`src/rtl/mem_arb_pkg.sv`:
```
// -----------------------------------------------------------------------------
// mem_arb_pkg
// Shared types and constants for the two-port memory arbiter.
//   state_t     : arbiter FSM states
//   NUM_REQ     : number of requester ports
//   DEF_DATA_W  : default data width
//   DEF_ADDR_W  : default address width
//   other_req() : index of the requester that is not `idx`
// -----------------------------------------------------------------------------
package mem_arb_pkg;

  localparam int NUM_REQ    = 2;
  localparam int DEF_DATA_W = 8;
  localparam int DEF_ADDR_W = 4;

  typedef enum logic [1:0] {
    IDLE    = 2'd0,
    ACCESS  = 2'd1,
    RD_WAIT = 2'd2
  } state_t;

  function automatic logic other_req(input logic idx);
    return ~idx;
  endfunction

endpackage

```
`src/rtl/mem_arbiter_if.sv`:
```
// -----------------------------------------------------------------------------
// mem_arbiter_if
// Bundle of the two requester ports and the memory port of mem_arbiter.
//   Requester n : reqn, wen, addrn, wdatan (in)  / gntn, rvalidn, rdatan (out)
//   Memory      : mem_rd_en, mem_wr_en, mem_addr, mem_wdata (out) / mem_rdata (in)
// Modports:
//   slave  : arbiter side
//   master : environment side (requesters + memory)
// -----------------------------------------------------------------------------
interface mem_arbiter_if import mem_arb_pkg::*; #(
  parameter int DATA_W = DEF_DATA_W,
  parameter int ADDR_W = DEF_ADDR_W
) ();

  logic              req0;
  logic              req1;
  logic              we0;
  logic              we1;
  logic [ADDR_W-1:0] addr0;
  logic [ADDR_W-1:0] addr1;
  logic [DATA_W-1:0] wdata0;
  logic [DATA_W-1:0] wdata1;

  logic              gnt0;
  logic              gnt1;
  logic              rvalid0;
  logic              rvalid1;
  logic [DATA_W-1:0] rdata0;
  logic [DATA_W-1:0] rdata1;

  logic              mem_rd_en;
  logic              mem_wr_en;
  logic [ADDR_W-1:0] mem_addr;
  logic [DATA_W-1:0] mem_wdata;
  logic [DATA_W-1:0] mem_rdata;

  modport slave (
    input  req0, req1, we0, we1, addr0, addr1, wdata0, wdata1, mem_rdata,
    output gnt0, gnt1, rvalid0, rvalid1, rdata0, rdata1,
           mem_rd_en, mem_wr_en, mem_addr, mem_wdata
  );

  modport master (
    output req0, req1, we0, we1, addr0, addr1, wdata0, wdata1, mem_rdata,
    input  gnt0, gnt1, rvalid0, rvalid1, rdata0, rdata1,
           mem_rd_en, mem_wr_en, mem_addr, mem_wdata
  );

endinterface

```
`src/rtl/mem_arbiter_rr_arb2.sv`:
```
// -----------------------------------------------------------------------------
// rr_arb2
// Two-way round-robin winner selection (purely combinational).
//   req    (in)  : request vector, bit n = requester n
//   ptr    (in)  : favoured requester when both request
//   winner (out) : index of the selected requester (valid when any = 1)
//   any    (out) : at least one request is present
// -----------------------------------------------------------------------------
module rr_arb2 import mem_arb_pkg::*; (
  input  logic [NUM_REQ-1:0] req,
  input  logic               ptr,
  output logic               winner,
  output logic               any
);

  always_comb begin
    any    = |req;
    winner = ptr;
    // A lone requester wins whatever the pointer says.
    if (req == 2'b01) begin
      winner = 1'b0;
    end else if (req == 2'b10) begin
      winner = 1'b1;
    end
  end

endmodule

```
`src/rtl/mem_arbiter.sv`:
```
// -----------------------------------------------------------------------------
// mem_arbiter
// Round-robin arbiter giving two requesters access to one single-port memory.
// A request sampled in IDLE is registered and issued to memory in the next
// cycle (ACCESS, gnt pulse). Reads spend one extra cycle in RD_WAIT while the
// memory returns data; the data is captured and flagged with rvalid the
// cycle after.
//   clk   (in) : clock, rising edge
//   reset (in) : synchronous, active low
//   bus        : mem_arbiter_if.slave, requester and memory ports
//
// state   | meaning
// --------+-----------------------------------------------------------------
// IDLE    | no access in flight; arbitrate among present requests
// ACCESS  | issue registered access to memory, pulse winner's gnt
// RD_WAIT | memory read data valid; capture into winner's rdata
// -----------------------------------------------------------------------------
module mem_arbiter import mem_arb_pkg::*; #(
  parameter int DATA_W = DEF_DATA_W,
  parameter int ADDR_W = DEF_ADDR_W
) (
  input  logic       clk,
  input  logic       reset,
  mem_arbiter_if.slave bus
);

  state_t state_q;
  state_t state_d;

  logic               ptr_q;
  logic               winner_q;
  logic               we_q;
  logic [ADDR_W-1:0]  addr_q;
  logic [DATA_W-1:0]  wdata_q;
  logic [NUM_REQ-1:0] rvalid_q;
  logic [DATA_W-1:0]  rdata0_q;
  logic [DATA_W-1:0]  rdata1_q;

  logic [NUM_REQ-1:0] req_vec;
  logic               arb_winner;
  logic               arb_any;

  logic               take;
  logic               capture;
  logic [NUM_REQ-1:0] gnt_vec;
  logic               rd_en;
  logic               wr_en;

  assign req_vec = {bus.req1, bus.req0};

  rr_arb2 u_rr_arb2 (
    .req    (req_vec),
    .ptr    (ptr_q),
    .winner (arb_winner),
    .any    (arb_any)
  );

  always_ff @(posedge clk) begin
    if (!reset) begin
      state_q <= IDLE;
    end else begin
      state_q <= state_d;
    end
  end

  always_comb begin
    state_d = state_q;
    take    = 1'b0;
    capture = 1'b0;
    gnt_vec = '0;
    rd_en   = 1'b0;
    wr_en   = 1'b0;
    case (state_q)
      IDLE: begin
        if (arb_any) begin
          take    = 1'b1;
          state_d = ACCESS;
        end
      end
      ACCESS: begin
        gnt_vec[winner_q] = 1'b1;
        if (we_q) begin
          wr_en   = 1'b1;
          state_d = IDLE;
        end else begin
          rd_en   = 1'b1;
          state_d = RD_WAIT;
        end
      end
      RD_WAIT: begin
        capture = 1'b1;
        state_d = IDLE;
      end
      default: begin
        state_d = IDLE;
      end
    endcase
  end

  // Access registers double as the memory address/data outputs, so they
  // only change when a new access is taken and otherwise hold their value.
  always_ff @(posedge clk) begin
    if (!reset) begin
      ptr_q    <= 1'b0;
      winner_q <= 1'b0;
      we_q     <= 1'b0;
      addr_q   <= '0;
      wdata_q  <= '0;
      rvalid_q <= '0;
      rdata0_q <= '0;
      rdata1_q <= '0;
    end else begin
      rvalid_q <= '0;
      if (take) begin
        winner_q <= arb_winner;
        ptr_q    <= other_req(arb_winner);
        we_q     <= arb_winner ? bus.we1    : bus.we0;
        addr_q   <= arb_winner ? bus.addr1  : bus.addr0;
        wdata_q  <= arb_winner ? bus.wdata1 : bus.wdata0;
      end
      if (capture) begin
        if (winner_q) begin
          rdata1_q    <= bus.mem_rdata;
          rvalid_q[1] <= 1'b1;
        end else begin
          rdata0_q    <= bus.mem_rdata;
          rvalid_q[0] <= 1'b1;
        end
      end
    end
  end

  assign bus.gnt0      = gnt_vec[0];
  assign bus.gnt1      = gnt_vec[1];
  assign bus.rvalid0   = rvalid_q[0];
  assign bus.rvalid1   = rvalid_q[1];
  assign bus.rdata0    = rdata0_q;
  assign bus.rdata1    = rdata1_q;
  assign bus.mem_rd_en = rd_en;
  assign bus.mem_wr_en = wr_en;
  assign bus.mem_addr  = addr_q;
  assign bus.mem_wdata = wdata_q;

endmodule

```
`src/flat_wrapper.sv`:
```
// flat-port wrapper written by rule: the top's interface ports become plain ports
module mem_arbiter_flat import mem_arb_pkg::*;
#(
  parameter int DATA_W = DEF_DATA_W,
  parameter int ADDR_W = DEF_ADDR_W
)
  (clk, reset, bus_req0, bus_req1, bus_we0, bus_we1, bus_addr0, bus_addr1, bus_wdata0, bus_wdata1, bus_mem_rdata, bus_gnt0, bus_gnt1, bus_rvalid0, bus_rvalid1, bus_rdata0, bus_rdata1, bus_mem_rd_en, bus_mem_wr_en, bus_mem_addr, bus_mem_wdata);
  mem_arbiter_if #(.DATA_W(DATA_W), .ADDR_W(ADDR_W)) bus_i ();
  input  logic clk;
  input  logic reset;
  input wire logic [$bits(bus_i.req0)-1:0] bus_req0;
  input wire logic [$bits(bus_i.req1)-1:0] bus_req1;
  input wire logic [$bits(bus_i.we0)-1:0] bus_we0;
  input wire logic [$bits(bus_i.we1)-1:0] bus_we1;
  input wire logic [$bits(bus_i.addr0)-1:0] bus_addr0;
  input wire logic [$bits(bus_i.addr1)-1:0] bus_addr1;
  input wire logic [$bits(bus_i.wdata0)-1:0] bus_wdata0;
  input wire logic [$bits(bus_i.wdata1)-1:0] bus_wdata1;
  input wire logic [$bits(bus_i.mem_rdata)-1:0] bus_mem_rdata;
  output wire logic [$bits(bus_i.gnt0)-1:0] bus_gnt0;
  output wire logic [$bits(bus_i.gnt1)-1:0] bus_gnt1;
  output wire logic [$bits(bus_i.rvalid0)-1:0] bus_rvalid0;
  output wire logic [$bits(bus_i.rvalid1)-1:0] bus_rvalid1;
  output wire logic [$bits(bus_i.rdata0)-1:0] bus_rdata0;
  output wire logic [$bits(bus_i.rdata1)-1:0] bus_rdata1;
  output wire logic [$bits(bus_i.mem_rd_en)-1:0] bus_mem_rd_en;
  output wire logic [$bits(bus_i.mem_wr_en)-1:0] bus_mem_wr_en;
  output wire logic [$bits(bus_i.mem_addr)-1:0] bus_mem_addr;
  output wire logic [$bits(bus_i.mem_wdata)-1:0] bus_mem_wdata;
  assign bus_i.req0 = bus_req0;
  assign bus_i.req1 = bus_req1;
  assign bus_i.we0 = bus_we0;
  assign bus_i.we1 = bus_we1;
  assign bus_i.addr0 = bus_addr0;
  assign bus_i.addr1 = bus_addr1;
  assign bus_i.wdata0 = bus_wdata0;
  assign bus_i.wdata1 = bus_wdata1;
  assign bus_i.mem_rdata = bus_mem_rdata;
  assign bus_gnt0 = bus_i.gnt0;
  assign bus_gnt1 = bus_i.gnt1;
  assign bus_rvalid0 = bus_i.rvalid0;
  assign bus_rvalid1 = bus_i.rvalid1;
  assign bus_rdata0 = bus_i.rdata0;
  assign bus_rdata1 = bus_i.rdata1;
  assign bus_mem_rd_en = bus_i.mem_rd_en;
  assign bus_mem_wr_en = bus_i.mem_wr_en;
  assign bus_mem_addr = bus_i.mem_addr;
  assign bus_mem_wdata = bus_i.mem_wdata;
  mem_arbiter #(.DATA_W(DATA_W), .ADDR_W(ADDR_W)) u_core (.clk(clk), .reset(reset), .bus(bus_i));
endmodule
```
`config.mk`:
```
export PLATFORM = sky130hd
export DESIGN_NAME = mem_arbiter_flat
export DESIGN_NICKNAME = d
export VERILOG_FILES = /design/src/rtl/mem_arb_pkg.sv /design/src/rtl/mem_arbiter_if.sv /design/src/rtl/mem_arbiter_rr_arb2.sv /design/src/rtl/mem_arbiter.sv /design/src/flat_wrapper.sv
export SDC_FILE = /design/constraint.sdc
export NUM_CORES = 1
export LEC_CHECK = 0
export ABC_AREA = 1
export BUFFER_PORTS_ARGS = -buffer_cell sky130_fd_sc_hd__buf_2
export CORE_MARGIN = 2
export CORE_UTILIZATION = 49
export DETAILED_ROUTE_END_ITERATION = 6
export HOLD_SLACK_MARGIN = 0.05
export PLACE_DENSITY_LB_ADDON = 0.08
export SYNTH_ARGS = -nofsm -noshare
export SYNTH_HDL_FRONTEND = slang
export SYNTH_SLANG_ARGS = --single-unit
```
`constraint.sdc`:
```
create_clock -name clk -period 2.8 [get_ports clk]
set_clock_uncertainty 0.15 [all_clocks]
set_input_delay 0.14 -clock clk [delete_from_list [all_inputs] [get_ports clk]]
set_output_delay 0.14 -clock clk [all_outputs]
set_load 0.01 [all_outputs]
```
# After elaboration in Yosys (flattened, before gate mapping)
# Cells that the tools add are included.
# word_totals
reg_bits,35
inputBits,38
output_inout_bits,34
word_cells,44
# op_classes
reduce_logical,6
eq_ne,5
magnitude_cmp,2
mux,20
n_bitwise,2
# op_table
op,count
1-bit 2-to-1 mux,13
8-bit 2-to-1 mux,1
2-bit 2-to-1 mux,3
2-bit AND reduction,3
"2-bit by 1-bit equality test with 1-bit output, second input constant",2
"2-bit equality test, second input constant",2
4-bit 2-to-1 mux,1
2-bit one-hot mux with 2 select lines,1
2-bit zero test,1
"1-bit by 2-bit less-than comparator with 1-bit output, second input constant",1
"2-bit by 1-bit inequality test with 1-bit output, second input constant",1
1-bit NOT,2
2-bit OR reduction,1
1-bit demux with 1-bit select,1
"1-bit greater-or-equal comparator, second input constant",1
1-bit logical AND,1

# Longest topological paths before layout
# logic_depth
depth_word,5
depth_mapped,8
mapped_depth_nobuf,7

# Modules after synthesis
# A second synthesis with hierarchy kept.
# hier_totals
hier_cells,241
area_unflattened_um2,1584.0
# by_module_without_submodules
mod,seq_area_each_um2,instances,cells_per_inst,area_per_inst_um2
mem_arbiter,700.7,1,237,1565.3
rr_arb2,0.0,1,4,18.8

# Worst setup path before layout
# OpenSTA, ideal clock, no wires.
# synth_timing
kind,register -> register
start,register u_core.state_q[0]
end,register u_core.rdata1_q[1] (netlist: u_core.bus.rdata1[1])
path_buffers,1
stages_incl_launch_ff,6
t_required_ps,2531
setup_time_ps,119
setup_slack_ps,1615
arrival_time_ps,916
cell_sequence,dfxtp_1 > inv_1 > nand3_1 > buf_4 > o21ai_0 > a21oi_1
# synth_via
elab_chain_len,3
# synth_rtl
item,line,rtl
from (decl),mem_arbiter.sv:27,state_t state_q;
from (signal assigned),mem_arbiter.sv:62,state_q <= state_d;
2-bit equality test,mem_arbiter.sv:73,case (state_q)
1-bit 2-to-1 mux,mem_arbiter.sv:73,
2-bit AND reduction (no line),-,
to (signal assigned),mem_arbiter.sv:123,rdata1_q <= bus.mem_rdata;
to (decl),mem_arbiter.sv:37,logic [DATA_W-1:0] rdata1_q;
# Every way passes these cells.
# A chain may end at the register's enable or synchronous reset.

# Worst setup path after layout
# layout_timing
start,register u_core.state_q[0]
end,register u_core.rdata0_q[6] (netlist: u_core.bus.rdata0[6])
# layout_via
elab_chain_len,3
# layout_rtl
item,line,rtl
2-bit equality test,mem_arbiter.sv:73,
1-bit 2-to-1 mux,mem_arbiter.sv:73,
2-bit AND reduction (no line),-,
to (signal assigned),mem_arbiter.sv:126,rdata0_q <= bus.mem_rdata;
to (decl),mem_arbiter.sv:36,logic [DATA_W-1:0] rdata0_q;
# Every way passes these cells.

==> impl_results.html <==
<table>
<tr><th>Metric</th><th>Value</th></tr>
<tr><th colspan="2">Place</th></tr>
<tr><td>Half-perimeter wire length of the detailed placement result</td><td>~2.3 mm</td></tr>
<tr><td>Number of buffers added on ports</td><td>between 70 and 80</td></tr>
<tr><td>Final weighted congestion in routability-driven placement</td><td>around 0.72</td></tr>
<tr><td>Post-Place Cells</td><td>approximately 320</td></tr>
<tr><td>Pre-CTS WS</td><td>1.28 ns</td></tr>
<tr><th colspan="2">Detailed routing</th></tr>
<tr><td>DRC violation total after the first TritonRoute iteration</td><td>48</td></tr>
<tr><td>Detailed-route DRC error count</td><td>0</td></tr>
<tr><td>Pre-antenna DRT Iters</td><td>6</td></tr>
<tr><td>Via/cell ratio</td><td>roughly 4.6</td></tr>
<tr><td>Routed wire length per instance</td><td>roughly 11 µm</td></tr>
<tr><td>Wirelength, routed</td><td>just over 4 mm</td></tr>
<tr><td>Post-route antenna net violation count</td><td>0</td></tr>
<tr><td>Routed vias</td><td>1700</td></tr>
<tr><th colspan="2">Synth</th></tr>
<tr><td>Post-synthesis instance area</td><td>1550 µm²</td></tr>
<tr><td>Number of flip-flops and latches in the synthesized netlist</td><td>35</td></tr>
<tr><td>Distinct cell type count after synthesis</td><td>16</td></tr>
<tr><td>Synth warnings</td><td>0</td></tr>
<tr><td>Cells after Synth</td><td>around 220</td></tr>
<tr><td>Sequential area share after synthesis</td><td>approximately 45%</td></tr>
<tr><td>Net count after synthesis</td><td>254</td></tr>
<tr><td>Average cell area after synthesis</td><td>7.17 µm²</td></tr>
<tr><th colspan="2">Flow run</th></tr>
<tr><td>Max-cap violation count</td><td>0</td></tr>
<tr><th colspan="2">Outcome</th></tr>
<tr><td>Outcome</td><td>completed</td></tr>
<tr><th colspan="2">Floorplan</th></tr>
<tr><td>Die area</td><td>between 3000 and 4000 µm²</td></tr>
<tr><td>Die Ht</td><td>between 60 and 70 µm</td></tr>
<tr><td>Effective utilization at floorplan</td><td>between 50% and 60%</td></tr>
<tr><td>Core Box Area</td><td>~3000 µm²</td></tr>
<tr><td>Cell row count</td><td>20</td></tr>
<tr><td>Horizontal die dimension</td><td>about 60 µm</td></tr>
<tr><td>Top-level I/O count</td><td>72</td></tr>
<tr><th colspan="2">Critical path</th></tr>
<tr><td>Cell count of the worst reg-to-reg path</td><td>5</td></tr>
<tr><td>Worst Setup End Kind</td><td>register</td></tr>
<tr><td>Critical Path Sink</td><td>u_core.bus.rdata0[6]$_SDFFE_PN0P_</td></tr>
<tr><td>Arrival time of data at the critical path endpoint</td><td>~2.2 ns</td></tr>
<tr><td>CP Launch Point</td><td>u_core.state_q[0]$_SDFFE_PN0P_</td></tr>
<tr><td>Required time of the critical path</td><td>around 2.9 ns</td></tr>
<tr><td>R2R Path Start</td><td>u_core.state_q[0]$_SDFFE_PN0P_</td></tr>
<tr><td>CP Launch Type</td><td>register</td></tr>
<tr><td>Worst-path fanout max</td><td>17</td></tr>
<tr><td>Reg2Reg Capture Point</td><td>u_core.bus.rdata0[6]$_SDFFE_PN0P_</td></tr>
<tr><td>Setup slack, reg-to-reg</td><td>between 0.7 and 0.8 ns</td></tr>
<tr><td>Critical path class</td><td>reg2reg</td></tr>
<tr><th colspan="2">Clock network</th></tr>
<tr><td>CTS root buf</td><td>sky130_fd_sc_hd__clkbuf_4</td></tr>
<tr><td>Clock Sink Count</td><td>35</td></tr>
<tr><td>Count of hold buffers inserted by post-cts repair</td><td>39</td></tr>
<tr><td>Register clock-pin slew on the reported worst setup and hold paths</td><td>0.11 ns</td></tr>
<tr><td>Clock latency reported for the late side of the worst-skew pair</td><td>about 0.35 ns</td></tr>
<tr><td>Resized Gates After CTS</td><td>0</td></tr>
<tr><td>CTS Buffer Depth</td><td>2</td></tr>
<tr><td>Number of buffers inserted to repair setup after CTS</td><td>0</td></tr>
<tr><td>Cts bufs inserted</td><td>5</td></tr>
<tr><td>Maximum level of the CTS H-tree</td><td>2</td></tr>
<tr><td>TritonCTS clock tree</td><td>done</td></tr>
<tr><th colspan="2">Timing</th></tr>
<tr><td>Post-route setup slack</td><td>0.711 ns</td></tr>
<tr><td>Highest Clock Rate</td><td>around 480 MHz</td></tr>
<tr><td>RSZ-0062 raised after global routing</td><td>false</td></tr>
<tr><td>Final Hold Vio Count</td><td>0</td></tr>
<tr><td>Post-layout minimum cycle time</td><td>2.09 ns</td></tr>
<tr><td>Setup total negative slack</td><td>0 ns</td></tr>
<tr><td>Final worst-path cycle share</td><td>between 70% and 80%</td></tr>
<tr><td>Slew at the pin with the worst max-slew slack</td><td>0.585 ns</td></tr>
<tr><td>Max-slew violations</td><td>0</td></tr>
<tr><td>Endpoints failing setup</td><td>0</td></tr>
<tr><td>Worst-case headroom to the max-slew limit</td><td>about three fifths</td></tr>
<tr><th colspan="2">Power</th></tr>
<tr><td>Leakage power</td><td>roughly 1.2 nW</td></tr>
<tr><td>Power density normalized to cell area</td><td>between 400 and 500 nW/µm²</td></tr>
<tr><td>Max VDD drop</td><td>about 430 µV</td></tr>
<tr><td>Post-layout power</td><td>roughly 1.1 mW</td></tr>
<tr><th colspan="2">Global routing</th></tr>
<tr><td>Global router's overall resource usage</td><td>about a quarter</td></tr>
<tr><td>Overflow after GRT</td><td>0</td></tr>
<tr><td>Via count of the first global-routing pass</td><td>1636</td></tr>
<tr><td>Antenna violations before repair</td><td>0</td></tr>
<tr><td>Global-route wire length before repair</td><td>about 6.6 mm</td></tr>
<tr><td>Pin count of the biggest net entering global routing</td><td>27</td></tr>
<tr><th colspan="2">Min path</th></tr>
<tr><td>Min-delay worst type</td><td>in2reg</td></tr>
<tr><th colspan="2">Finish</th></tr>
<tr><td>Synth-to-layout area growth</td><td>49.8%</td></tr>
<tr><td>Final cell utilization of the core</td><td>approximately 77%</td></tr>
<tr><td>Number of cells in the finished layout apart from fillers</td><td>roughly 370</td></tr>
<tr><td># diodes</td><td>0</td></tr>
<tr><td>Fraction of layout cells with a size suffix above 1</td><td>26.9%</td></tr>
<tr><td>Number of nets in the finished design</td><td>approximately 360</td></tr>
</table>
## registers in the layout, summed over array words and instances (netlist names)
register / cells
u_core.state_q: 2
u_core.we_q: 1
u_core.rvalid_q: 2
u_core.bus.rdata1: 8
u_core.bus.mem_addr: 4
u_core.winner_q: 1
u_core.bus.rdata0: 8
u_core.ptr_q: 1
u_core.bus.mem_wdata: 8
## Yosys cell counts, drive strengths merged
library cell  instances  area, µm²
buf                   7       71.3
o21ai                17       85.1
clkbuf                3       11.3
dfxtp                35        701
nand2                33        139
a21oi                18       90.1
nand3                21        105
nor3                 11       70.1
inv                  37        139
nor2                 34        138
## worst max-delay path, stage by stage, from the launching register on
cell	delay [ns]
sky130_fd_sc_hd__dfxtp_1	0.35
sky130_fd_sc_hd__inv_1	0.11
sky130_fd_sc_hd__nand3_1	0.43
sky130_fd_sc_hd__o21ai_0	0.31
sky130_fd_sc_hd__dlygate4sd3_1	0.58
sky130_fd_sc_hd__a21oi_1	0.04
## through the flow
stage / area [µm²] / hold slack, ns
after floorplan: 1550 / 0.174
after global placement: 1880 / 0.281
after detailed placement: 1880 / 0.286
after CTS: 2320 / 0.199
after global routing: 2320 / 0.227
final: 2320 / 0.194
## area by class of cell
class                           count  area [µm²]
Fill cell                         251         707
Multi-Input combinational cell    134         627
Timing Repair Buffer              110         746
Clock inverter                      2        12.5
Clock buffer                        6        41.3
Inverter                           37         139
Tap cell                           44        55.1
Sequential cell                    35         701
## logic make-up after synthesis
family | count (synthesis) | synth area share (%)
and+or+nand+nor | 99 | 29.2
buffers and inverters | 47 | 14.3
DFF | 35 | 45.2
AOI/OAI and AO/OA | 35 | 11.3
## placed cells by master, fill, tap and decap left out, drive strengths merged, types with 6 or more instances in the layout
cell type,n
a21oi,18
buf,71
clkbuf,6
dfxtp,35
dlygate4sd3,39
inv,37
nand2,33
nand3,21
nor2,34
nor3,11
o21ai,17
## report_power, final
part	total [mW]	switching (mW)	internal (mW)	leakage (nW)
clock network	0.268	0.171	0.0968	0.0282
registers	0.551	0.0188	0.532	0.286
logic	0.296	0.149	0.146	0.858
## per-layer routing
layer | GRT usage, % | routed length (µm)
met5 | 0 | 0
met4 | 10.5 | 65
met3 | 5.63 | 207
met2 | 47.2 | 2220
met1 | 24.9 | 1570
## how the worst min path moves through the flow
stage / slack (ns) / endpoint / start / depth (start not counted)
after floorplan: 0.17 / u_core.state_q[0]$_SDFFE_PN0P_ / reset / 2
after global placement: 0.28 / u_core.bus.rdata1[2]$_SDFFE_PN0P_ / u_core.bus.rdata1[2]$_SDFFE_PN0P_ / 2
after detailed placement: 0.29 / u_core.bus.rdata0[1]$_SDFFE_PN0P_ / u_core.bus.rdata0[1]$_SDFFE_PN0P_ / 2
after CTS: 0.20 / u_core.state_q[0]$_SDFFE_PN0P_ / bus_req0 / 5
after global routing: 0.23 / u_core.state_q[0]$_SDFFE_PN0P_ / bus_req0 / 5
final: 0.19 / u_core.state_q[0]$_SDFFE_PN0P_ / bus_req0 / 5
Note: power is estimated with default switching activity, not from simulation.
